--- src/rtl/filter_test_sequencer_if.sv ---
`default_nettype none
// ============================================================================
// Module   : filter_test_sequencer_if
// Purpose  : Bundles the test-control and datapath signals of the filter test
//            sequencer into one interface.
//   master : test controller / datapath side (drives start, abort, cfg_*,
//            filter_sel, filter_data_bus; observes results and test_*)
//   slave  : the sequencer itself
// Revision : 1.0 - initial release
// ============================================================================
interface filter_test_sequencer_if #(
  parameter int SIZE_DELAY       = 8,
  parameter int SIZE_FILTER_DATA = 16,
  parameter int NUM_FILTERS      = 21,
  parameter int SEL_W            = 5,
  parameter int WIN_W            = 8
);
  logic                                    start;
  logic                                    abort;
  logic [SIZE_DELAY-1:0]                   cfg_delay_base;
  logic [SIZE_DELAY-1:0]                   cfg_delay_step;
  logic [WIN_W-1:0]                        cfg_windows;
  logic [SEL_W-1:0]                        filter_sel;
  logic [NUM_FILTERS*SIZE_FILTER_DATA-1:0] filter_data_bus;
  logic                                    test_overlay;
  logic                                    test_rate;
  logic [SIZE_DELAY-1:0]                   test_delay;
  logic [SIZE_FILTER_DATA-1:0]             peak_data;
  logic [SIZE_FILTER_DATA-1:0]             min_data;
  logic [1:0]                              peak_case;
  logic                                    peak_valid;
  logic                                    busy;
  logic                                    done;

  modport master (
    output start, abort, cfg_delay_base, cfg_delay_step, cfg_windows,
           filter_sel, filter_data_bus,
    input  test_overlay, test_rate, test_delay, peak_data, min_data,
           peak_case, peak_valid, busy, done
  );

  modport slave (
    input  start, abort, cfg_delay_base, cfg_delay_step, cfg_windows,
           filter_sel, filter_data_bus,
    output test_overlay, test_rate, test_delay, peak_data, min_data,
           peak_case, peak_valid, busy, done
  );
endinterface
`default_nettype wire

--- src/rtl/filter_test_sequencer.sv ---
`default_nettype none
// ============================================================================
// Module   : filter_test_sequencer
// Purpose  : Steps the signal generator through four test cases
//            (overlay/rate = case index bits, delay = base + idx*step,
//            saturating), waits for the filters to settle, then reports the
//            signed peak of one filter channel per measurement window.
// Ports    : clk, reset (sync, active-low), seq_if (slave modport):
//            start/abort pulses, cfg_* and filter_sel (latched at start),
//            filter_data_bus in; test_* controls, peak_data/min_data,
//            peak_case, peak_valid, busy, done out.
// Option   : FILTER_SEQ_MIN_TRACK_EN - adds a running signed minimum on
//            min_data; otherwise min_data is tied to 0.
// Revision : 1.0 - initial release
// ============================================================================
module filter_test_sequencer #(
  parameter int SIZE_DELAY       = 8,
  parameter int SIZE_FILTER_DATA = 16,
  parameter int NUM_FILTERS      = 21,
  parameter int SEL_W            = 5,
  parameter int SETTLE_CYCLES    = 32,
  parameter int WINDOW_LEN       = 64,
  parameter int WIN_W            = 8
) (
  input  wire logic              clk,
  input  wire logic              reset,
  filter_test_sequencer_if.slave seq_if
);

  typedef enum logic [2:0] {
    S_IDLE    = 3'd0,
    S_SETTLE  = 3'd1,
    S_MEASURE = 3'd2,
    S_REPORT  = 3'd3,
    S_DONE    = 3'd4
  } state_t;

  localparam int c_cnt_max = (SETTLE_CYCLES > WINDOW_LEN) ? SETTLE_CYCLES : WINDOW_LEN;
  localparam int c_cnt_w   = $clog2(c_cnt_max + 1);
  localparam logic [SIZE_FILTER_DATA-1:0] c_most_neg = {1'b1, {(SIZE_FILTER_DATA-1){1'b0}}};

  state_t                       r_state;
  logic [1:0]                   r_case;
  logic [WIN_W-1:0]             r_win;        // windows completed in current case
  logic [c_cnt_w-1:0]           r_cnt;
  logic [SIZE_DELAY-1:0]        r_cfg_base;
  logic [SIZE_DELAY-1:0]        r_cfg_step;
  logic [WIN_W-1:0]             r_cfg_windows;
  logic [SEL_W-1:0]             r_sel;
  logic signed [SIZE_FILTER_DATA-1:0] r_peak;
  logic                         r_test_overlay;
  logic                         r_test_rate;
  logic [SIZE_DELAY-1:0]        r_test_delay;
  logic [SIZE_FILTER_DATA-1:0]  r_peak_data;
  logic [1:0]                   r_peak_case;
  logic                         r_peak_valid;
  logic                         r_done;

  logic signed [SIZE_FILTER_DATA-1:0] w_sample;
  logic signed [SIZE_FILTER_DATA-1:0] w_next_peak;
  logic [1:0]                         w_case_nxt;

  // Out-of-range selects were already folded to channel 0 when latched.
  assign w_sample    = seq_if.filter_data_bus[int'(r_sel)*SIZE_FILTER_DATA +: SIZE_FILTER_DATA];
  assign w_next_peak = (w_sample > r_peak) ? w_sample : r_peak;
  assign w_case_nxt  = r_case + 2'd1;

  // Sum is formed two bits wider than the delay so overflow is visible and
  // clamps to all-ones instead of wrapping.
  function automatic logic [SIZE_DELAY-1:0] f_case_delay(
    input logic [SIZE_DELAY-1:0] base,
    input logic [SIZE_DELAY-1:0] step,
    input logic [1:0]            idx
  );
    logic [SIZE_DELAY+1:0] sum;
    sum = {2'b00, base} + ({2'b00, step} * {{SIZE_DELAY{1'b0}}, idx});
    if (sum[SIZE_DELAY+1 -: 2] != 2'b00) return '1;
    return sum[SIZE_DELAY-1:0];
  endfunction

`ifdef FILTER_SEQ_MIN_TRACK_EN
  localparam logic [SIZE_FILTER_DATA-1:0] c_most_pos = {1'b0, {(SIZE_FILTER_DATA-1){1'b1}}};
  logic signed [SIZE_FILTER_DATA-1:0] r_min;
  logic [SIZE_FILTER_DATA-1:0]        r_min_data;
  logic signed [SIZE_FILTER_DATA-1:0] w_next_min;
  assign w_next_min      = (w_sample < r_min) ? w_sample : r_min;
  assign seq_if.min_data = r_min_data;
`else
  assign seq_if.min_data = '0;
`endif

  always_ff @(posedge clk) begin
    if (!reset) begin
      r_state        <= S_IDLE;
      r_case         <= '0;
      r_win          <= '0;
      r_cnt          <= '0;
      r_cfg_base     <= '0;
      r_cfg_step     <= '0;
      r_cfg_windows  <= '0;
      r_sel          <= '0;
      r_peak         <= '0;
      r_test_overlay <= 1'b0;
      r_test_rate    <= 1'b0;
      r_test_delay   <= '0;
      r_peak_data    <= '0;
      r_peak_case    <= '0;
      r_peak_valid   <= 1'b0;
      r_done         <= 1'b0;
`ifdef FILTER_SEQ_MIN_TRACK_EN
      r_min          <= '0;
      r_min_data     <= '0;
`endif
    end else begin
      r_peak_valid <= 1'b0;
      r_done       <= 1'b0;
      // Abort outranks everything, including the result strobe that would
      // otherwise be raised on the last measured sample.
      if (seq_if.abort && (r_state != S_IDLE)) begin
        r_state        <= S_IDLE;
        r_case         <= '0;
        r_win          <= '0;
        r_cnt          <= '0;
        r_test_overlay <= 1'b0;
        r_test_rate    <= 1'b0;
        r_test_delay   <= '0;
      end else begin
        case (r_state)
          S_IDLE: begin
            if (seq_if.start && !seq_if.abort) begin
              r_cfg_base     <= seq_if.cfg_delay_base;
              r_cfg_step     <= seq_if.cfg_delay_step;
              r_cfg_windows  <= (seq_if.cfg_windows == '0) ? {{(WIN_W-1){1'b0}}, 1'b1}
                                                           : seq_if.cfg_windows;
              r_sel          <= (int'(seq_if.filter_sel) < NUM_FILTERS) ? seq_if.filter_sel : '0;
              r_case         <= '0;
              r_win          <= '0;
              r_cnt          <= '0;
              r_test_overlay <= 1'b0;
              r_test_rate    <= 1'b0;
              r_test_delay   <= seq_if.cfg_delay_base;  // case 0 never overflows
              r_state        <= S_SETTLE;
            end
          end
          S_SETTLE: begin
            r_peak <= c_most_neg;
`ifdef FILTER_SEQ_MIN_TRACK_EN
            r_min  <= c_most_pos;
`endif
            if (r_cnt == c_cnt_w'(SETTLE_CYCLES - 1)) begin
              r_cnt   <= '0;
              r_state <= S_MEASURE;
            end else begin
              r_cnt <= r_cnt + 1'b1;
            end
          end
          S_MEASURE: begin
            r_peak <= w_next_peak;
`ifdef FILTER_SEQ_MIN_TRACK_EN
            r_min  <= w_next_min;
`endif
            if (r_cnt == c_cnt_w'(WINDOW_LEN - 1)) begin
              // Result includes this final sample.
              r_cnt        <= '0;
              r_win        <= r_win + 1'b1;
              r_peak_data  <= w_next_peak;
              r_peak_case  <= r_case;
              r_peak_valid <= 1'b1;
`ifdef FILTER_SEQ_MIN_TRACK_EN
              r_min_data   <= w_next_min;
`endif
              r_state      <= S_REPORT;
            end else begin
              r_cnt <= r_cnt + 1'b1;
            end
          end
          S_REPORT: begin
            r_peak <= c_most_neg;
`ifdef FILTER_SEQ_MIN_TRACK_EN
            r_min  <= c_most_pos;
`endif
            if (r_win < r_cfg_windows) begin
              r_state <= S_MEASURE;
            end else if (r_case != 2'd3) begin
              r_case         <= w_case_nxt;
              r_win          <= '0;
              r_test_overlay <= w_case_nxt[1];
              r_test_rate    <= w_case_nxt[0];
              r_test_delay   <= f_case_delay(r_cfg_base, r_cfg_step, w_case_nxt);
              r_state        <= S_SETTLE;
            end else begin
              r_done         <= 1'b1;
              r_test_overlay <= 1'b0;
              r_test_rate    <= 1'b0;
              r_test_delay   <= '0;
              r_state        <= S_DONE;
            end
          end
          S_DONE: begin
            r_case  <= '0;
            r_win   <= '0;
            r_state <= S_IDLE;
          end
          default: r_state <= S_IDLE;
        endcase
      end
    end
  end

  assign seq_if.test_overlay = r_test_overlay;
  assign seq_if.test_rate    = r_test_rate;
  assign seq_if.test_delay   = r_test_delay;
  assign seq_if.peak_data    = r_peak_data;
  assign seq_if.peak_case    = r_peak_case;
  assign seq_if.peak_valid   = r_peak_valid;
  assign seq_if.done         = r_done;
  assign seq_if.busy         = (r_state != S_IDLE);

endmodule
`default_nettype wire

--- src/flat_wrapper.sv ---
// flat-port wrapper written by rule: the top's interface ports become plain ports
module filter_test_sequencer_flat 
#(
  parameter int SIZE_DELAY       = 8,
  parameter int SIZE_FILTER_DATA = 16,
  parameter int NUM_FILTERS      = 21,
  parameter int SEL_W            = 5,
  parameter int SETTLE_CYCLES    = 32,
  parameter int WINDOW_LEN       = 64,
  parameter int WIN_W            = 8
)
  (clk, reset, seq_if_start, seq_if_abort, seq_if_cfg_delay_base, seq_if_cfg_delay_step, seq_if_cfg_windows, seq_if_filter_sel, seq_if_filter_data_bus, seq_if_test_overlay, seq_if_test_rate, seq_if_test_delay, seq_if_peak_data, seq_if_min_data, seq_if_peak_case, seq_if_peak_valid, seq_if_busy, seq_if_done);
  filter_test_sequencer_if #(.SIZE_DELAY(SIZE_DELAY), .SIZE_FILTER_DATA(SIZE_FILTER_DATA), .NUM_FILTERS(NUM_FILTERS), .SEL_W(SEL_W), .WIN_W(WIN_W)) seq_if_i ();
  input  wire logic clk;
  input  wire logic reset;
  input wire logic [$bits(seq_if_i.start)-1:0] seq_if_start;
  input wire logic [$bits(seq_if_i.abort)-1:0] seq_if_abort;
  input wire logic [$bits(seq_if_i.cfg_delay_base)-1:0] seq_if_cfg_delay_base;
  input wire logic [$bits(seq_if_i.cfg_delay_step)-1:0] seq_if_cfg_delay_step;
  input wire logic [$bits(seq_if_i.cfg_windows)-1:0] seq_if_cfg_windows;
  input wire logic [$bits(seq_if_i.filter_sel)-1:0] seq_if_filter_sel;
  input wire logic [$bits(seq_if_i.filter_data_bus)-1:0] seq_if_filter_data_bus;
  output wire logic [$bits(seq_if_i.test_overlay)-1:0] seq_if_test_overlay;
  output wire logic [$bits(seq_if_i.test_rate)-1:0] seq_if_test_rate;
  output wire logic [$bits(seq_if_i.test_delay)-1:0] seq_if_test_delay;
  output wire logic [$bits(seq_if_i.peak_data)-1:0] seq_if_peak_data;
  output wire logic [$bits(seq_if_i.min_data)-1:0] seq_if_min_data;
  output wire logic [$bits(seq_if_i.peak_case)-1:0] seq_if_peak_case;
  output wire logic [$bits(seq_if_i.peak_valid)-1:0] seq_if_peak_valid;
  output wire logic [$bits(seq_if_i.busy)-1:0] seq_if_busy;
  output wire logic [$bits(seq_if_i.done)-1:0] seq_if_done;
  assign seq_if_i.start = seq_if_start;
  assign seq_if_i.abort = seq_if_abort;
  assign seq_if_i.cfg_delay_base = seq_if_cfg_delay_base;
  assign seq_if_i.cfg_delay_step = seq_if_cfg_delay_step;
  assign seq_if_i.cfg_windows = seq_if_cfg_windows;
  assign seq_if_i.filter_sel = seq_if_filter_sel;
  assign seq_if_i.filter_data_bus = seq_if_filter_data_bus;
  assign seq_if_test_overlay = seq_if_i.test_overlay;
  assign seq_if_test_rate = seq_if_i.test_rate;
  assign seq_if_test_delay = seq_if_i.test_delay;
  assign seq_if_peak_data = seq_if_i.peak_data;
  assign seq_if_min_data = seq_if_i.min_data;
  assign seq_if_peak_case = seq_if_i.peak_case;
  assign seq_if_peak_valid = seq_if_i.peak_valid;
  assign seq_if_busy = seq_if_i.busy;
  assign seq_if_done = seq_if_i.done;
  filter_test_sequencer #(.SIZE_DELAY(SIZE_DELAY), .SIZE_FILTER_DATA(SIZE_FILTER_DATA), .NUM_FILTERS(NUM_FILTERS), .SEL_W(SEL_W), .SETTLE_CYCLES(SETTLE_CYCLES), .WINDOW_LEN(WINDOW_LEN), .WIN_W(WIN_W)) u_core (.clk(clk), .reset(reset), .seq_if(seq_if_i));
endmodule
--- config.mk ---
export PLATFORM = sky130hd
export DESIGN_NAME = filter_test_sequencer_flat
export DESIGN_NICKNAME = d
export VERILOG_FILES = /design/src/rtl/filter_test_sequencer_if.sv /design/src/rtl/filter_test_sequencer.sv /design/src/flat_wrapper.sv
export SDC_FILE = /design/constraint.sdc
export NUM_CORES = 1
export LEC_CHECK = 0
export CAP_MARGIN = 20
export CORE_AREA = 2 2 160 162
export CTS_BUF_LIST = sky130_fd_sc_hd__clkbuf_8
export CTS_CLUSTER_DIAMETER = 40
export DETAILED_ROUTE_END_ITERATION = 8
export DIE_AREA = 0 0 162 164
export PLACE_DENSITY_LB_ADDON = 0.15
export SETUP_SLACK_MARGIN = 0.2
export SLEW_MARGIN = 20
export SYNTH_ARGS = -nofsm -noshare
export SYNTH_HDL_FRONTEND = slang
export SYNTH_SLANG_ARGS = --single-unit
--- constraint.sdc ---
create_clock -name clk -period 3.95 [get_ports clk]
set_input_delay 0.79 -clock clk [delete_from_list [all_inputs] [get_ports clk]]
set_output_delay 0.79 -clock clk [all_outputs]
set_load 0.05 [all_outputs]
==> results of run 1 <==
==> area by class of cell <==
class                           count  area share [%]
Antenna cell                        8          0.1454
Clock buffer                        9          0.8995
Clock inverter                      5          0.5542
Inverter                           64           1.745
Multi-Input combinational cell    679           43.00
Sequential cell                    95           13.86
Tap cell                          330           2.998
Timing Repair Buffer              513           36.80
==> layer usage <==
| metal | GRT usage, % | wire length, µm |
|---|---|---|
| met4 | 8.528 | 1048 |
| met3 | 11.06 | 3830 |
| met1 | 34.25 | 15950 |
| met2 | 44.82 | 17330 |
| met5 | 0 | 60 |
==> worst min-delay path, stage by stage (launching register included) <==
cell	delay, ns
dfxtp_1	0.32
nand2_1	0.05
a21oi_1	0.05
==> logic make-up (layout without fill, tap and decap cells) <==
group,Yosys count,count (layout)
mux,112,112
buf+inv,147,591
simple gates,273,273
compound gates,224,224
flops,95,95
fa+ha+maj,43,43
xor+xnor,11,11
other cells,1,24
==> through the flow <==
stage / hold WS [ns] / total power [µW]
3_3_place_gp: 0.4447 / 2164
6_report: 0.4571 / 2961
5_1_grt: 0.4765 / 3105
3_5_place_dp: 0.4487 / 2172
4_1_cts: 0.4614 / 2898
2_1_floorplan: 0.4363 / 1537
==> path summary, 6_finish.rpt <==
check	startpoint	end
worst max-delay path	seq_if_filter_data_bus[57]	u_core.r_peak[12]
worst min-delay path	u_core.r_cfg_base[4]	u_core.r_cfg_base[4]
worst max register to register	u_core.r_sel[0]	u_core.r_peak[12]
worst min register to register	u_core.r_cfg_base[4]	u_core.r_cfg_base[4]
==> flip-flops by register name, summed over array words and instances (netlist names) <==
register,count
u_core.r_case,2
u_core.r_cfg_base,8
u_core.r_cfg_step,8
u_core.r_cfg_windows,8
u_core.r_cnt,7
u_core.r_peak,16
u_core.r_sel,5
u_core.r_state,3
u_core.r_win,8
u_core.seq_if.done,1
u_core.seq_if.peak_case,2
u_core.seq_if.peak_data,16
u_core.seq_if.peak_valid,1
u_core.seq_if.test_delay,8
u_core.seq_if.test_overlay,1
u_core.seq_if.test_rate,1
==> power groups by stage <==
stage	Clock, µW	Sequential [µW]	Combinational (µW)
2_1_floorplan	0	1030	502
3_3_place_gp	0	1030	1140
3_5_place_dp	0	1030	1150
4_1_cts	724	1000	1170
5_1_grt	759	1000	1340
6_report	704	1000	1260
==> Yosys cell counts, drive strengths merged (6+ instances only) <==
cell	count
nor2	56
a21oi	53
buf	44
xnor2	6
fa	8
nand3	20
nand2	93
inv	64
a221o	15
nor3	31
a22oi	28
o21ai	27
nand4	7
nor4	6
a211oi	7
mux2i	58
ha	35
dfxtp	95
mux4	53
a32o	15
o211a	11
o221a	8
a21o	6
clkbuf	39
a221oi	13
nor2b	16
nand2b	21
o32ai	7
==> what timing repair did <==
action,CTS,global route
cloned,0,1
buffers inserted,8,9
pin swaps,5,34
setup endpoints to repair,32,40
gates resized for setup,14,75
==> results.py, run 1 <==
metrics = {
    "cts": {
        "root_buffer": "clkbuf_8",
        "h-tree-depth": 3,
        "path_clk_slew_ns": 0.09,
        "clk_latency_ns": 0.39,
        "cts_sinks": 95,
        "numCtsBuffers": 9,
        "hold_buffers": 0,
        "cts_max_path_buffers": 2,
        "tritoncts": "done",
    },
    "sta": {
        "max-slew-margin-rel_pct": 57.28,
        "fmax_mhz": 266.4,
        "finClkSkew_ns": 0.009626,
        "finalCritPeriodShare_pct": 95.03,
        "worst_pin_slew_ns": 0.6388,
        "drv_slew": 0,
        "hold_viol": 0,
        "fin_ws_ns": 0.1961,
        "setup_tns_ns": 0,
        "rsz0062_at_grt": "yes",
        "finalSetupViolations": 0,
        "final.min_clock_period_ns": 3.754,
    },
    "logic_synthesis": {
        "synthAdderAreaFrac_pct": 7.344,
        "synth.area.top_cells": "dfxtp_1 23%, mux4_2 15%, mux2i_1 7.1%",
        "yosysSeqAreaShare_pct": 23.35,
        "synthArstFlopShare_pct": 0,
        "ys_warn_count": 0,
        "postSynthAreaPerCell_um2": 8.989,
        "synth-compound-area-share_pct": 20.63,
        "netlist_area_um2": 8144,
        "ys_seq_elements": 95,
        "yosys.area.top_type": "dfxtp_1",
        "synth-xor-area-share_pct": 1.183,
        "synth_edf_count": 0,
        "yosysUniqueCellTypes": 76,
        "synth-main-ff-cell": "dfxtp_1",
        "syn_inst": 906,
        "synthMuxAreaShare_pct": 21.92,
        "synth-simple-area-share_pct": 16.73,
        "synth_top_area_share_pct": 23.35,
        "synth_top_family_by_area": "multiplexers",
    },
    "routing": {
        "drc": 0,
        "drt_pass1_iterations": 5,
        "vias": 9042,
        "wl_um": 38220,
        "wl_per_cell_um": 22.44,
        "drtAntennaViolNets": 0,
        "drt_iter0_drc": 605,
        "viasPerCell": 5.309,
    },
    "finish": {
        "layout_commonest_cell": "clkdlybuf4s50_1",
        "final_util_pct": 55.48,
        "multi_input_area_um2": 5922,
        "layout-drive-gt1-share_pct": 18.90,
        "instances_no_fill": 1703,
        "finalNetCount": 1774,
        "fin_area_um2": 13770,
        "layout_common_cells": "380 x clkdlybuf4s50_1, 94 x buf_4, 92 x dfxtp_1",
        "fill_cells": 2326,
        "syn_to_final_growth_pct": 69.09,
        "regArea_um2": 1908,
    },
    "global_route": {
        "grt_pass1_wl_um": 54940,
        "grt_pass1_vias": 9004,
        "grt_usage_pct": 27.82,
        "antenna_found_initial": 13,
        "overflow": 0,
        "grt_max_degree": 48,
    },
    "placed_design": {
        "dp_cells": 1663,
        "pre_cts_ws_ns": -0.4239,
        "dp_hpwl_um": 31500,
        "gp_congestion": 0.8667,
        "place_area_um2": 12960,
        "numPortBuffers": 399,
    },
    "die": {
        "core_um2": 24820,
        "start_util_pct": 32.81,
        "fp-row-count": 58,
        "die_h_um": 164,
        "dieArea_um2": 26570,
        "io_pins": 416,
        "dieWidth_um": 162,
    },
    "status": {
        "status": "complete, no violations",
    },
    "setup_path": {
        "critPathMaxStageDelay_ns": 0.47,
        "slowest_stage": "mux4_2",
        "reg2reg_depth": 16,
        "critPathArrivalTime_ns": 4.04,
        "rrSetupSlack_ns": 0.21,
        "crit_chain": "clkdlybuf4s50_1 -> mux4_2 -> nor2b_2 -> o32ai_2 -> a21oi_2 -> inv_2 -> ha_4 -> a21oi_2 -> o211ai_1 -> a21o_1 -> o31ai_4 -> buf_6 -> nor2_4 -> buf_12 -> a32o_1",
        "cp-end-kind": "flip-flop",
        "critical_path.startpoint_type": "input port",
        "path_buf_inv": 4,
        "critical_path_class": "in2reg",
        "cp_common_cell": "a21oi_2",
        "worstPathMaxFanout": 10,
        "critPathTopFamily": "compound AO/OA/AOI/OAI gates",
        "required_ns": 4.23,
        "crit_cells": 15,
    },
    "hold_path": {
        "worstHoldPathType": "reg2reg",
        "hold_path_depth": 2,
    },
    "pwr": {
        "peakVddDrop_uv": 166.9,
        "p_sw_share_pct": 30.85,
        "power_switching_uw": 913.4,
        "p_clk_share_pct": 23.8,
        "combPwrFrac_pct": 42.4,
        "power_frac_seq_pct": 33.8,
        "p_leak_uw": 0.005200,
        "p_per_area_nw_per_um2": 215.0,
        "power.internal_uw": 2047,
    },
    "flow_run": {
        "cap_violations": 0,
    },
}
Note: power is estimated with default switching activity, not from simulation.
==> run 2: changes to the inputs <==
--- a/config.mk
+++ b/config.mk
@@ -5,12 +5,11 @@
 export SDC_FILE = /design/constraint.sdc
 export NUM_CORES = 1
 export LEC_CHECK = 0
-export CAP_MARGIN = 20
-export CORE_AREA = 2 2 160 162
-export CTS_BUF_LIST = sky130_fd_sc_hd__clkbuf_8
+export CAP_MARGIN = 25
+export CORE_AREA = 2 2 162 164
 export CTS_CLUSTER_DIAMETER = 40
 export DETAILED_ROUTE_END_ITERATION = 8
-export DIE_AREA = 0 0 162 164
+export DIE_AREA = 0 0 164 166
 export PLACE_DENSITY_LB_ADDON = 0.15
 export SETUP_SLACK_MARGIN = 0.2
 export SLEW_MARGIN = 20
==> results.py, run 2 (synthesis gave the netlist of run 1 again) <==
metrics = {
    "status": {
        "status": "complete, no violations",
    },
    "finish": {
        "layout_commonest_cell": "clkdlybuf4s50_1",
        "finalNetCount": 1794,
        "layout_common_cells": "357 x clkdlybuf4s50_1, 113 x buf_4, 92 x dfxtp_1",
        "fin_area_um2": 14050,
        "syn_to_final_growth_pct": 72.56,
        "fill_cells": 2355,
        "layout-drive-gt1-share_pct": 21.12,
    },
    "placed_design": {
        "place_area_um2": 12930,
        "numPortBuffers": 399,
        "gp_congestion": 0.8760,
        "pre_cts_ws_ns": -0.6010,
        "dp_hpwl_um": 30340,
    },
    "cts": {
        "cts_sinks": 95,
        "numCtsBuffers": 9,
        "clk_latency_ns": 0.35,
        "cts_max_path_buffers": 2,
        "tritoncts": "done",
        "root_buffer": "clkbuf_16",
        "path_clk_slew_ns": 0.07,
        "h-tree-depth": 3,
    },
    "sta": {
        "setup_tns_ns": 0,
        "drv_slew": 0,
        "hold_ws_ns": 0.4555,
        "finClkSkew_ns": 0.01104,
        "worst_pin_slew_ns": 0.6424,
        "max-slew-margin-rel_pct": 57.13,
        "finalCritPeriodShare_pct": 99.38,
        "rsz0062_at_grt": "yes",
        "hold_viol": 0,
        "final.min_clock_period_ns": 3.926,
        "finalSetupViolations": 0,
        "fmax_mhz": 254.7,
        "fin_ws_ns": 0.02431,
    },
    "routing": {
        "wl_per_cell_um": 21.74,
        "drtAntennaViolNets": 0,
        "drt_pass1_iterations": 5,
        "drt_iter0_drc": 516,
        "vias": 9174,
        "wl_um": 37550,
        "drc": 0,
        "viasPerCell": 5.312,
    },
    "hold_path": {
        "worstHoldPathType": "reg2reg",
    },
    "setup_path": {
        "worstPathMaxFanout": 7,
        "critPathMaxStageDelay_ns": 0.53,
        "critical_path.startpoint_type": "input port",
        "slowest_stage": "mux4_2",
        "cp-end-kind": "flip-flop",
        "required_ns": 4.19,
        "critical_path_class": "in2reg",
        "crit_chain": "clkdlybuf4s50_1 -> mux4_2 -> o21ai_1 -> o211a_1 -> inv_2 -> ha_4 -> nand4_1 -> nor4_4 -> a21boi_2 -> buf_4 -> o31ai_4 -> buf_12 -> nor2b_4 -> clkbuf_16 -> a221o_1",
        "critPathArrivalTime_ns": 4.17,
    },
    "global_route": {
        "grt_pass1_vias": 9371,
        "grt_pass1_wl_um": 55440,
        "overflow": 0,
        "grt_usage_pct": 27.01,
        "grt_max_degree": 32,
        "antenna_found_initial": 8,
    },
    "pwr": {
        "p_per_area_nw_per_um2": 224.8,
        "p_leak_uw": 0.005335,
        "peakVddDrop_uv": 224.8,
    },
    "die": {
        "start_util_pct": 31.79,
        "dieArea_um2": 27220,
        "io_pins": 416,
        "fp-row-count": 59,
        "core_um2": 25620,
        "die_h_um": 166,
        "dieWidth_um": 164,
    },
    "flow_run": {
        "cap_violations": 0,
    },
}
[run 2: changes by cell type in the layout (fill, tap and decap cells not counted), sizes merged, moves of 2 or more]
cell           before  now
bufinv              2    0
dlygate4sd2         0   32
diode               8    5
clkbuf             10   13
dlymetal6s2s       19   10
clkdlybuf4s50     380  357
buf               113  132
[run 2: stage by stage]
step / std cells / utilization [%] / power (µW)
finish: 1727 / 54.86 / 3159
detailed placement: 1665 / 50.47 / 2180
CTS: 1713 / 54.07 / 3150
floorplan: 921 / - / 1537
global placement: 1665 / 50.47 / 2176
global route: 1724 / 54.83 / 3314
[run 2: timing repair]
item | CTS | global route
gates cloned | 3 | 0
pin swaps | 35 | 24
setup buffers | 29 | 9
gates resized for setup | 101 | 33
endpoints found under the hold margin | 0 | 0
endpoints found under the setup margin | 32 | 33
hold buffers | 0 | 0
[run 2: critical path: cells and delay by family]
kind                     cells  cell delay [ns]
buffers and inverters        5             0.91
multiplexers                 1             0.53
AO/OA/AOI/OAI                5             0.95
adder cells (fa/ha/maj)      1             0.25
AND/OR/NAND/NOR              3             0.72
[run 2: power breakdown]
group	switching [µW]	internal, µW
Sequential	20.6	981
Clock	390	447
Combinational	560	760
[run 2: final cells by class]
cell class              instances  area [µm²]  area share, %
clock inverters                 4       30.03         0.2137
diodes                          5       12.51        0.08903
repair buffers                533        5195          36.97
inverters                      64       245.2          1.745
flip-flops and latches         95        1911          13.60
well taps                     335       419.2          2.983
multi-input cells             679        5995          42.65
clock buffers                  12       246.5          1.754
[run 2: path summary, 6_finish.rpt]
kind / startpoint / endpoint / slack (ns) / cells after the start
setup / recovery: seq_if_filter_data_bus[52] / u_core.seq_if.peak_data[15] / 0.02 / 15
hold / removal: u_core.r_cfg_windows[2] / u_core.r_cfg_windows[2] / 0.46 / 2
setup reg to reg: u_core.r_sel[0] / u_core.r_peak[8] / 0.05 / 20
hold reg to reg: u_core.r_cfg_windows[2] / u_core.r_cfg_windows[2] / 0.46 / 2
[run 2: routing by layer]
metal	part of all wire [%]	routed length, µm	GRT usage [%]
met5	0.035	13	0
met4	2.3	867	7.551
met3	8.4	3143	6.219
met2	48	18000	45.98
met1	41	15520	34.04
==> run 3: changes to the inputs <==
--- a/config.mk
+++ b/config.mk
@@ -6,10 +6,10 @@
 export NUM_CORES = 1
 export LEC_CHECK = 0
 export CAP_MARGIN = 25
-export CORE_AREA = 2 2 162 164
+export CORE_MARGIN = 2
+export CORE_UTILIZATION = 32
 export CTS_CLUSTER_DIAMETER = 40
 export DETAILED_ROUTE_END_ITERATION = 8
-export DIE_AREA = 0 0 164 166
 export PLACE_DENSITY_LB_ADDON = 0.15
 export SETUP_SLACK_MARGIN = 0.2
 export SLEW_MARGIN = 20
==> results.py, run 3 (synthesis gave the netlist of run 1 again) <==
metrics = {
    "cts": {
        "numCtsBuffers": 9,
        "root_buffer": "clkbuf_16",
        "h-tree-depth": 3,
        "cts_max_path_buffers": 2,
        "cts_sinks": 95,
        "tritoncts": "done",
        "path_clk_slew_ns": 0.07,
        "clk_latency_ns": 0.35,
    },
    "finish": {
        "syn_to_final_growth_pct": 81.79,
        "finalNetCount": 1818,
        "layout_common_cells": "317 x clkdlybuf4s50_1, 123 x buf_4, 92 x dfxtp_1",
        "instances_no_fill": 1746,
        "layout_commonest_cell": "clkdlybuf4s50_1",
        "layout-drive-gt1-share_pct": 24.45,
    },
    "setup_path": {
        "critical_path_class": "in2reg",
        "cp-end-kind": "flip-flop",
        "critical_path.startpoint_type": "input port",
        "critPathArrivalTime_ns": 3.99,
        "regToRegStartpoint": "u_core.r_sel[0]",
        "rrSetupSlack_ns": 0.19,
        "reg2reg_depth": 15,
        "required_ns": 4.18,
        "worstPathMaxFanout": 8,
        "crit-reg2reg-capture": "u_core.seq_if.peak_data[3]",
        "critPathLaunch": "seq_if_filter_data_bus[20]",
    },
    "sta": {
        "finalCritPeriodShare_pct": 95.23,
        "worst_pin_slew_ns": 0.6408,
        "setup_tns_ns": 0,
        "rsz0062_at_grt": "yes",
        "drv_slew": 0,
        "finClkSkew_ns": 0.006280,
        "final.min_clock_period_ns": 3.761,
        "fmax_mhz": 265.9,
        "hold_viol": 0,
        "finalSetupViolations": 0,
        "fin_ws_ns": 0.1885,
        "max-slew-margin-rel_pct": 57.23,
    },
    "placed_design": {
        "gp_congestion": 0.8806,
        "dp_hpwl_um": 30050,
        "pre_cts_ws_ns": -0.4113,
        "numPortBuffers": 399,
        "dp_cells": 1648,
    },
    "status": {
        "status": "complete, no violations",
    },
    "global_route": {
        "grt_pass1_vias": 9120,
        "grt_usage_pct": 27.03,
        "grt_pass1_wl_um": 54420,
        "grt_max_degree": 33,
        "antenna_found_initial": 12,
        "overflow": 0,
    },
    "pwr": {
        "peakVddDrop_uv": 229.3,
        "p_leak_uw": 0.006023,
        "p_total_uw": 3279,
        "p_per_area_nw_per_um2": 221.5,
    },
    "routing": {
        "drc": 0,
        "drt_pass1_iterations": 7,
        "wl_um": 38960,
        "wl_per_cell_um": 22.32,
        "drt_iter0_drc": 654,
        "viasPerCell": 5.384,
        "drtAntennaViolNets": 0,
        "vias": 9400,
    },
    "hold_path": {
        "hold_path_depth": 2,
        "min-delay-start": "u_core.r_cfg_windows[3]",
        "worstHoldPathType": "reg2reg",
        "whs_endpoint": "u_core.r_cfg_windows[3]",
    },
    "die": {
        "start_util_pct": 32.43,
        "dieWidth_um": 163.5,
        "fp-row-count": 58,
        "dieArea_um2": 26740,
        "core_um2": 25110,
        "die_h_um": 163.5,
        "io_pins": 416,
    },
    "flow_run": {
        "cap_violations": 0,
    },
}
run 3: cell types whose count changed in the layout (fill, tap and decap cells not counted), moves of 6 or more:
cell	change
clkdlybuf4s50_1	-40
buf_4	+10
dlygate4sd2_1	-15
dlymetal6s2s_1	+54
clkbuf_16	+6
run 3: area by class of cell:
| class | instances | area, µm² |
|---|---|---|
| clock buffer | 12 | 246.5 |
| fill | 2231 | 10300 |
| sequential | 95 | 1911 |
| inverter | 64 | 250.2 |
| clock inverter | 4 | 30.03 |
| antenna | 5 | 12.51 |
| tap | 330 | 412.9 |
| multi-input combinational | 679 | 6202 |
| timing repair buffer | 557 | 5741 |
run 3: worst max-delay path, cell delays in order:
cell and delay, ns:
clkdlybuf4s50_1 0.40, mux4_2 0.47, o21ai_2 0.14, o211a_1 0.20
inv_2 0.06, ha_4 0.25, nand4_1 0.19, nor4_4 0.36
a21boi_4 0.25, buf_6 0.13, o31ai_4 0.08, nor2b_4 0.18
buf_12 0.15, a221o_1 0.32
run 3: worst max-delay path by stage:
stage	end	slack, ns
floorplan	u_core.seq_if.peak_data[11]	0.37
global placement	u_core.r_peak[15]	-0.37
detailed placement	u_core.r_peak[15]	-0.41
CTS	u_core.seq_if.peak_data[3]	0.20
global route	u_core.seq_if.peak_data[3]	0.11
finish	u_core.seq_if.peak_data[3]	0.19
run 3: repair_timing:
item	in CTS	in global routing
endpoints found under the setup margin	32	33
hold buffers	0	0
pin swaps	15	36
gates cloned	4	8
buffers inserted	27	38
gates resized for setup	65	151
run 3: layer usage:
metal / up-vias / global-route usage (%) / wire length (µm)
li1: 4369 / - / -
met1: 4555 / 31.63 / 15130
met2: 384 / 48.35 / 19570
met3: 80 / 6.450 / 2861
met4: 12 / 8.971 / 1328
met5: - / 0 / 80
run 3: power by group:
| part | internal, µW | total [µW] | switching (µW) | leakage, µW |
|---|---|---|---|---|
| Combinational | 847 | 1440 | 598 | 0.00512 |
| Sequential | 981 | 1000 | 20.2 | 0.000772 |
| Clock | 447 | 833 | 386 | 0.000133 |
run 3: through the flow:
| stage | cell area, µm² | util (%) | hold slack [ns] |
|---|---|---|---|
| after floorplan | 8200 | - | 0.4363 |
| after global placement | 12880 | 51.30 | 0.4447 |
| after detailed placement | 12880 | 51.30 | 0.4477 |
| after CTS | 13710 | 54.60 | 0.4573 |
| after global routing | 14810 | 58.96 | 0.4838 |
| final | 14810 | 58.96 | 0.4527 |
==> RTL change 1: new RTL, config.mk and constraints of run 1 <==
`SETTLE_CYCLES` is set to 32 in 2 places; all go to 16.
--- a/src/rtl/filter_test_sequencer.sv
+++ b/src/rtl/filter_test_sequencer.sv
@@ -18,7 +18,7 @@
   parameter int SIZE_FILTER_DATA = 16,
   parameter int NUM_FILTERS      = 21,
   parameter int SEL_W            = 5,
-  parameter int SETTLE_CYCLES    = 32,
+  parameter int SETTLE_CYCLES    = 16,
   parameter int WINDOW_LEN       = 64,
   parameter int WIN_W            = 8
 ) (
--- a/src/flat_wrapper.sv
+++ b/src/flat_wrapper.sv
@@ -5,7 +5,7 @@
   parameter int SIZE_FILTER_DATA = 16,
   parameter int NUM_FILTERS      = 21,
   parameter int SEL_W            = 5,
-  parameter int SETTLE_CYCLES    = 32,
+  parameter int SETTLE_CYCLES    = 16,
   parameter int WINDOW_LEN       = 64,
   parameter int WIN_W            = 8
 )
Formal check against the unedited RTL: same outputs for any inputs over 4 cycles, from zero or initial values and one cycle with reset low; that may be too few to reach the edited logic, so the function may still have changed.
==> RTL change 1 against run 1 <==
Area after synthesis decreased by 0.38%. Total power increased by 7.9%. Wire length increased by 3.2%. Setup slack got worse by 0.10 ns. Final area increased by 0.59%. Via count increased by 3.8%. Sequential cell count unchanged. Largest power group unchanged.
==> RTL change 1: results (changes against run 1) <==
| Metric | Value |
|---|---|
| Status | completed |
| Top cells by count, synth | 120 x nand2_1, 95 x dfxtp_1, 62 x a21oi_1, 55 x mux2i_1, 50 x inv_1 |
| Global route overflow | 0 (unchanged) |
| Arrival time worst endpoint | 4.19 ns (+0.15 ns) |
| Postcts setup bufs | 5 (-3) |
| Worst VDD drop | 0.0001713 V (+2.7%) |
| Avg WL per Cell | 22.81 um (+1.6%) |
| Vias per inst | 5.429 (+2.3%) |
| First-pass GRT wire length | 55780 um (+1.5%) |
| Slew headroom | 0.3521 (-0.2207) |
| Leakage power | 5.066 nW (-2.6%) |
| Most common cell in the netlist | nand2_1 |
| Clock-pin transition on the worst setup and hold timing paths | 0.09 ns (about the same) |
| Clock Root Buffer | clkbuf_8 |
| Primary FF master, synth | dfxtp_1 |
| Fill count | 2301 (-1.1%) |
| Largest net degree at the start of global routing | 40 (-17%) |
| DR iter-0 viols | 700 (+16%) |
| Final Skew | 0.01577 ns (+0.006144 ns) |
| Share of cells above drive strength 1 | 0.1910 (+0.001976) |
| Cell count after synthesis | 928 (+2.4%) |
| Fin cells | 1729 (+1.5%) |
| Post-DP HPWL | 31950 um (+1.4%) |
| Global Route Usage Sum | 0.2802 (+0.002004) |
| Initial antenna violation count | 3 (-10) |
| Post-synthesis sequential area ratio | 0.2344 (+0.0009004) |
| CP Max Fanout | 6 (-4) |
| Final nets | 1805 (+1.7%) |
| Post-synth cell types | 69 (-9.2%) |
| CTS resizes | 5 (-9) |
| Top post-synthesis cells by area | dfxtp_1 23%, mux4_2 13%, mux2i_1 6.8% |
| Routability-driven placement congestion ratio | 0.9439 (+8.9%) |
| Vias in the first global route | 9200 (+2.2%) |
| Dpl cell area | 12810 um^2 (-1.1%) |
| DP Cell Count | 1666 (+0.18%) |
-- RTL change 1: cell types whose count changed in the layout (fill, tap and decap cells not counted), moves of 15 or more --
cell | run 1 | this run
nand2_1 | 91 | 118
o211ai_1 | 4 | 29
nor2_1 | 53 | 34
a21oi_1 | 47 | 62
a221o_1 | 15 | 0
nor3_1 | 28 | 13
-- RTL change 1: kinds of logic after synthesis --
kind of cell / synth area share
mux: 0.2178
buf+inv: 0.07804
flops: 0.2344
fa+ha+maj: 0.07372
compound gates: 0.2114
simple gates: 0.1766
other cells: 0.0004622
xor+xnor: 0.007557
-- RTL change 1: cell type report --
type                            instances  area [um^2]  area share
Clock inverter                          6        61.31    0.004426
Clock buffer                           10        137.6    0.009936
Timing Repair Buffer                  523         5219      0.3768
Tap cell                              330        412.9     0.02981
Sequential cell                        95         1908      0.1377
Multi-Input combinational cell        713         5919      0.4273
Inverter                               51        191.4     0.01382
Antenna cell                            1        2.502   0.0001807
-- RTL change 1: path summary, 6_finish.rpt --
path                                                            from                                   end  slack (ns)  depth (start not counted)
worst max-delay path                     seq_if_filter_data_bus[309]         u_core.r_peak[5]$_SDFFE_PN0P_        0.09                         14
worst min-delay path            u_core.r_cfg_windows[5]$_SDFFE_PN0P_  u_core.r_cfg_windows[5]$_SDFFE_PN0P_        0.47                          2
worst max register to register          u_core.r_sel[0]$_SDFFE_PN0P_         u_core.r_peak[5]$_SDFFE_PN0P_        0.12                         16
worst min register to register  u_core.r_cfg_windows[5]$_SDFFE_PN0P_  u_core.r_cfg_windows[5]$_SDFFE_PN0P_        0.47                          2
-- RTL change 1: through the flow --
step | utilization | worst slack (ns)
final | 0.5581 | 0.09286
after global routing | 0.5580 | 0.01560
after CTS | 0.5272 | 0.2061
after detailed placement | 0.5163 | -0.4865
after global placement | 0.5163 | -0.4460
after floorplan | - | 0.3319
-- RTL change 1: power by group --
| group | total [mW] | switching (mW) | internal (mW) |
|---|---|---|---|
| Sequential | 1.03 | 0.0338 | 0.992 |
| Combinational | 1.49 | 0.665 | 0.824 |
| Clock | 0.679 | 0.371 | 0.308 |
-- RTL change 1: metal layers --
| metal | wire [um] | GRT usage | up-vias |
|---|---|---|---|
| li1 | - | - | 4396 |
| met1 | 16750 | 0.3571 | 4549 |
| met2 | 18760 | 0.4816 | 387 |
| met5 | 24 | 0 | - |
| met3 | 3073 | 0.07348 | 51 |
| met4 | 824 | 0.05189 | 4 |
-- RTL change 1: worst max-delay path, stage by stage --
cell and delay (ns):
clkdlybuf4s50_1 0.43, mux4_2 0.50, a22oi_2 0.17, o211ai_1 0.18, ha_1 0.37, nand4_1 0.17
nor4_4 0.42, buf_4 0.18, o221ai_4 0.11, and4_4 0.23, a211oi_4 0.23, buf_4 0.17
clkbuf_16 0.13, a32o_1 0.11
==> RTL change 2: new RTL, config.mk and constraints of run 1 <==
Made on the original files. The 5 states of `state_t` get a Gray code encoding in 3 bits.
--- a/src/rtl/filter_test_sequencer.sv
+++ b/src/rtl/filter_test_sequencer.sv
@@ -28,11 +28,11 @@
 );
 
   typedef enum logic [2:0] {
-    S_IDLE    = 3'd0,
-    S_SETTLE  = 3'd1,
-    S_MEASURE = 3'd2,
-    S_REPORT  = 3'd3,
-    S_DONE    = 3'd4
+    S_IDLE    = 3'b000,
+    S_SETTLE  = 3'b001,
+    S_MEASURE = 3'b011,
+    S_REPORT  = 3'b010,
+    S_DONE    = 3'b110
   } state_t;
 
   localparam int c_cnt_max = (SETTLE_CYCLES > WINDOW_LEN) ? SETTLE_CYCLES : WINDOW_LEN;
Formal check against the unedited RTL: no difference found for any inputs over 10 cycles, from zero or initial values and one cycle with reset low; not proved beyond that.
==> RTL change 2 against run 1 <==
The run now ends with setup timing left. Clock skew is 0.0087 ns higher. Wire length up 6.1%. Final area rose by 0.30%. Critical path depth is 1 lower. Sequential cell count is the same. Total power grew 27%. Cell count unchanged. Setup slack worse by 0.30 ns. Clock power rose by 13%. Area after synthesis fell by 3.1%.
==> RTL change 2: results (changes against run 1) <==
| Metric | Value |
|---|---|
| Top post-synthesis cells by area | dfxtp_1 24%, mux4_2 20%, ha_1 5.5% |
| Worst VDD drop | 0.0002664 V (+60%) |
| Met2 GRT Util | 0.4555 (+0.007350) |
| Met2 WL | 17810 um (+2.8%) |
| Clock Tree Buf Depth | 2 (unchanged) |
| Largest net degree at the start of global routing | 47 (-2.1%) |
| CP Max Fanout | 7 (-3) |
| Status | finished with violations |
| Final instance area | 13810 um^2 (+0.30%) |
| P&R area growth vs syn | 74.97% |
| Setup Viol. Count Final | 28 (+28) |
| Post-synth cell types | 61 (-20%) |
| Vias in the first global route | 9163 (+1.8%) |
| Top cells by count, synth | 107 x nand2_1, 95 x dfxtp_1, 71 x a21oi_1, 70 x mux4_2, 62 x inv_1 |
| Sw Ratio | 0.3588 (+0.05030) |
| Grt met1 use | 0.3586 (+0.01615) |
| Sequential Power Share | 0.284 (-0.054) |
| Post-DP HPWL | 33090 um (+5.0%) |
| Setup ws final | -0.1015 ns (-0.2976 ns) |
| Initial antenna violation count | 22 (+9) |
| Failing checks | setup timing |
| Final Skew | 0.01832 ns (+0.008692 ns) |
| DR iter-0 viols | 609 (+0.66%) |
| Avg WL per Cell | 23.82 um (+6.1%) |
| Share of cells above drive strength 1 | 0.2141 (+0.02507) |
| Met3 wire length | 5508 um (+44%) |
| Vias per inst | 5.426 (+2.2%) |
| Leakage power | 5.362 nW (+3.1%) |
| Slew @ Worst Pin | 0.8529 ns (+0.2142 ns) |
| First-pass GRT wire length | 57440 um (+4.5%) |
| First-pass DRT Iterations | 5 (unchanged) |
| Arrival time worst endpoint | 4.33 ns (+0.29 ns) |
| Logic power comb | 1.89 mW (+50%) |
| Global Route Usage Sum | 0.2958 (+0.01764) |
| Final nets | 1771 (-0.17%) |
| Dpl cell area | 12650 um^2 (-2.4%) |
| Met1 wire length | 16050 um (+0.62%) |
| GRT met3 Usage | 0.1556 (+0.04495) |
==> RTL change 2: cell count changes in the layout (fill, tap and decap cells not counted), sizes merged, moves of 15 or more <==
cell	run 1	this run
mux4	53	70
a31oi	1	17
a32o	15	0
dlygate4sd2	0	27
nand2	93	108
a21oi	53	71
mux2i	58	22
clkdlybuf4s50	380	343
o21ai	27	55
==> RTL change 2: area by class of cell <==
cell class	instances	area, um^2
Antenna cell	9	22.52
Multi-Input combinational cell	672	5813
Clock inverter	7	118.9
Inverter	63	241.5
Clock buffer	9	123.9
Timing Repair Buffer	518	5169
Tap cell	330	412.9
Fill cell	2358	11010
Sequential cell	95	1911
==> RTL change 2: worst max-delay path, cell delays in order <==
cell and delay (ns):
clkdlybuf4s50_1 0.41, mux4_2 0.49, nand2_2 0.10, a21oi_2 0.07
nor3_2 0.21, buf_4 0.16, inv_4 0.04, ha_4 0.26
nand4_4 0.09, or4_4 0.55, a21o_1 0.21, a311o_2 0.43
nor2b_4 0.18, a221o_1 0.34
==> RTL change 2: repair_timing <==
action / 4_1_cts / 5_1_grt
endpoints found under the setup margin: 32 / 32
gates resized for setup: 71 / 82
setup buffers: 17 / 26
endpoints found under the hold margin: 0 / 0
pin swaps: 11 / 32
cloned: 3 / 1
==> RTL change 2: logic make-up (layout without fill, tap and decap cells) <==
logic type	Yosys count	in the layout	synth area share
DFF	95	95	0.2409
adders and majority gates	43	43	0.07576
muxes	92	92	0.2276
AOI/OAI and AO/OA	253	253	0.2126
other	1	25	0.0004751
buffers and inverters	144	597	0.08020
and+or+nand+nor	265	266	0.1602
xor gates and xnor gates	2	2	0.002219
==> RTL change 2: stage by stage <==
step / setup TNS (ns) / hold WS (ns) / setup slack, ns / total power [mW] / instances
2_1_floorplan: 0 / 0.4356 / 0.1270 / 1.932 / 910
3_3_place_gp: -12.35 / 0.4466 / -0.4438 / 2.716 / 1631
3_5_place_dp: -14.61 / 0.4486 / -0.5054 / 2.730 / 1631
4_1_cts: 0 / 0.4628 / 0.01199 / 3.629 / 1667
5_1_grt: -3.873 / 0.4813 / -0.1910 / 3.938 / 1694
6_report: -1.949 / 0.4633 / -0.1015 / 3.760 / 1703
==> RTL change 2: final timing paths <==
kind                                                           start                                      end  slack [ns]  depth (start not counted)
worst max-delay path                      seq_if_filter_data_bus[76]  u_core.seq_if.peak_data[4]$_SDFFE_PN0P_       -0.10                         14
worst min-delay path            u_core.r_cfg_windows[7]$_SDFFE_PN0P_     u_core.r_cfg_windows[7]$_SDFFE_PN0P_        0.46                          2
worst max register to register          u_core.r_sel[0]$_SDFFE_PN0P_  u_core.seq_if.peak_data[4]$_SDFFE_PN0P_       -0.05                         15
worst min register to register  u_core.r_cfg_windows[7]$_SDFFE_PN0P_     u_core.r_cfg_windows[7]$_SDFFE_PN0P_        0.46                          2
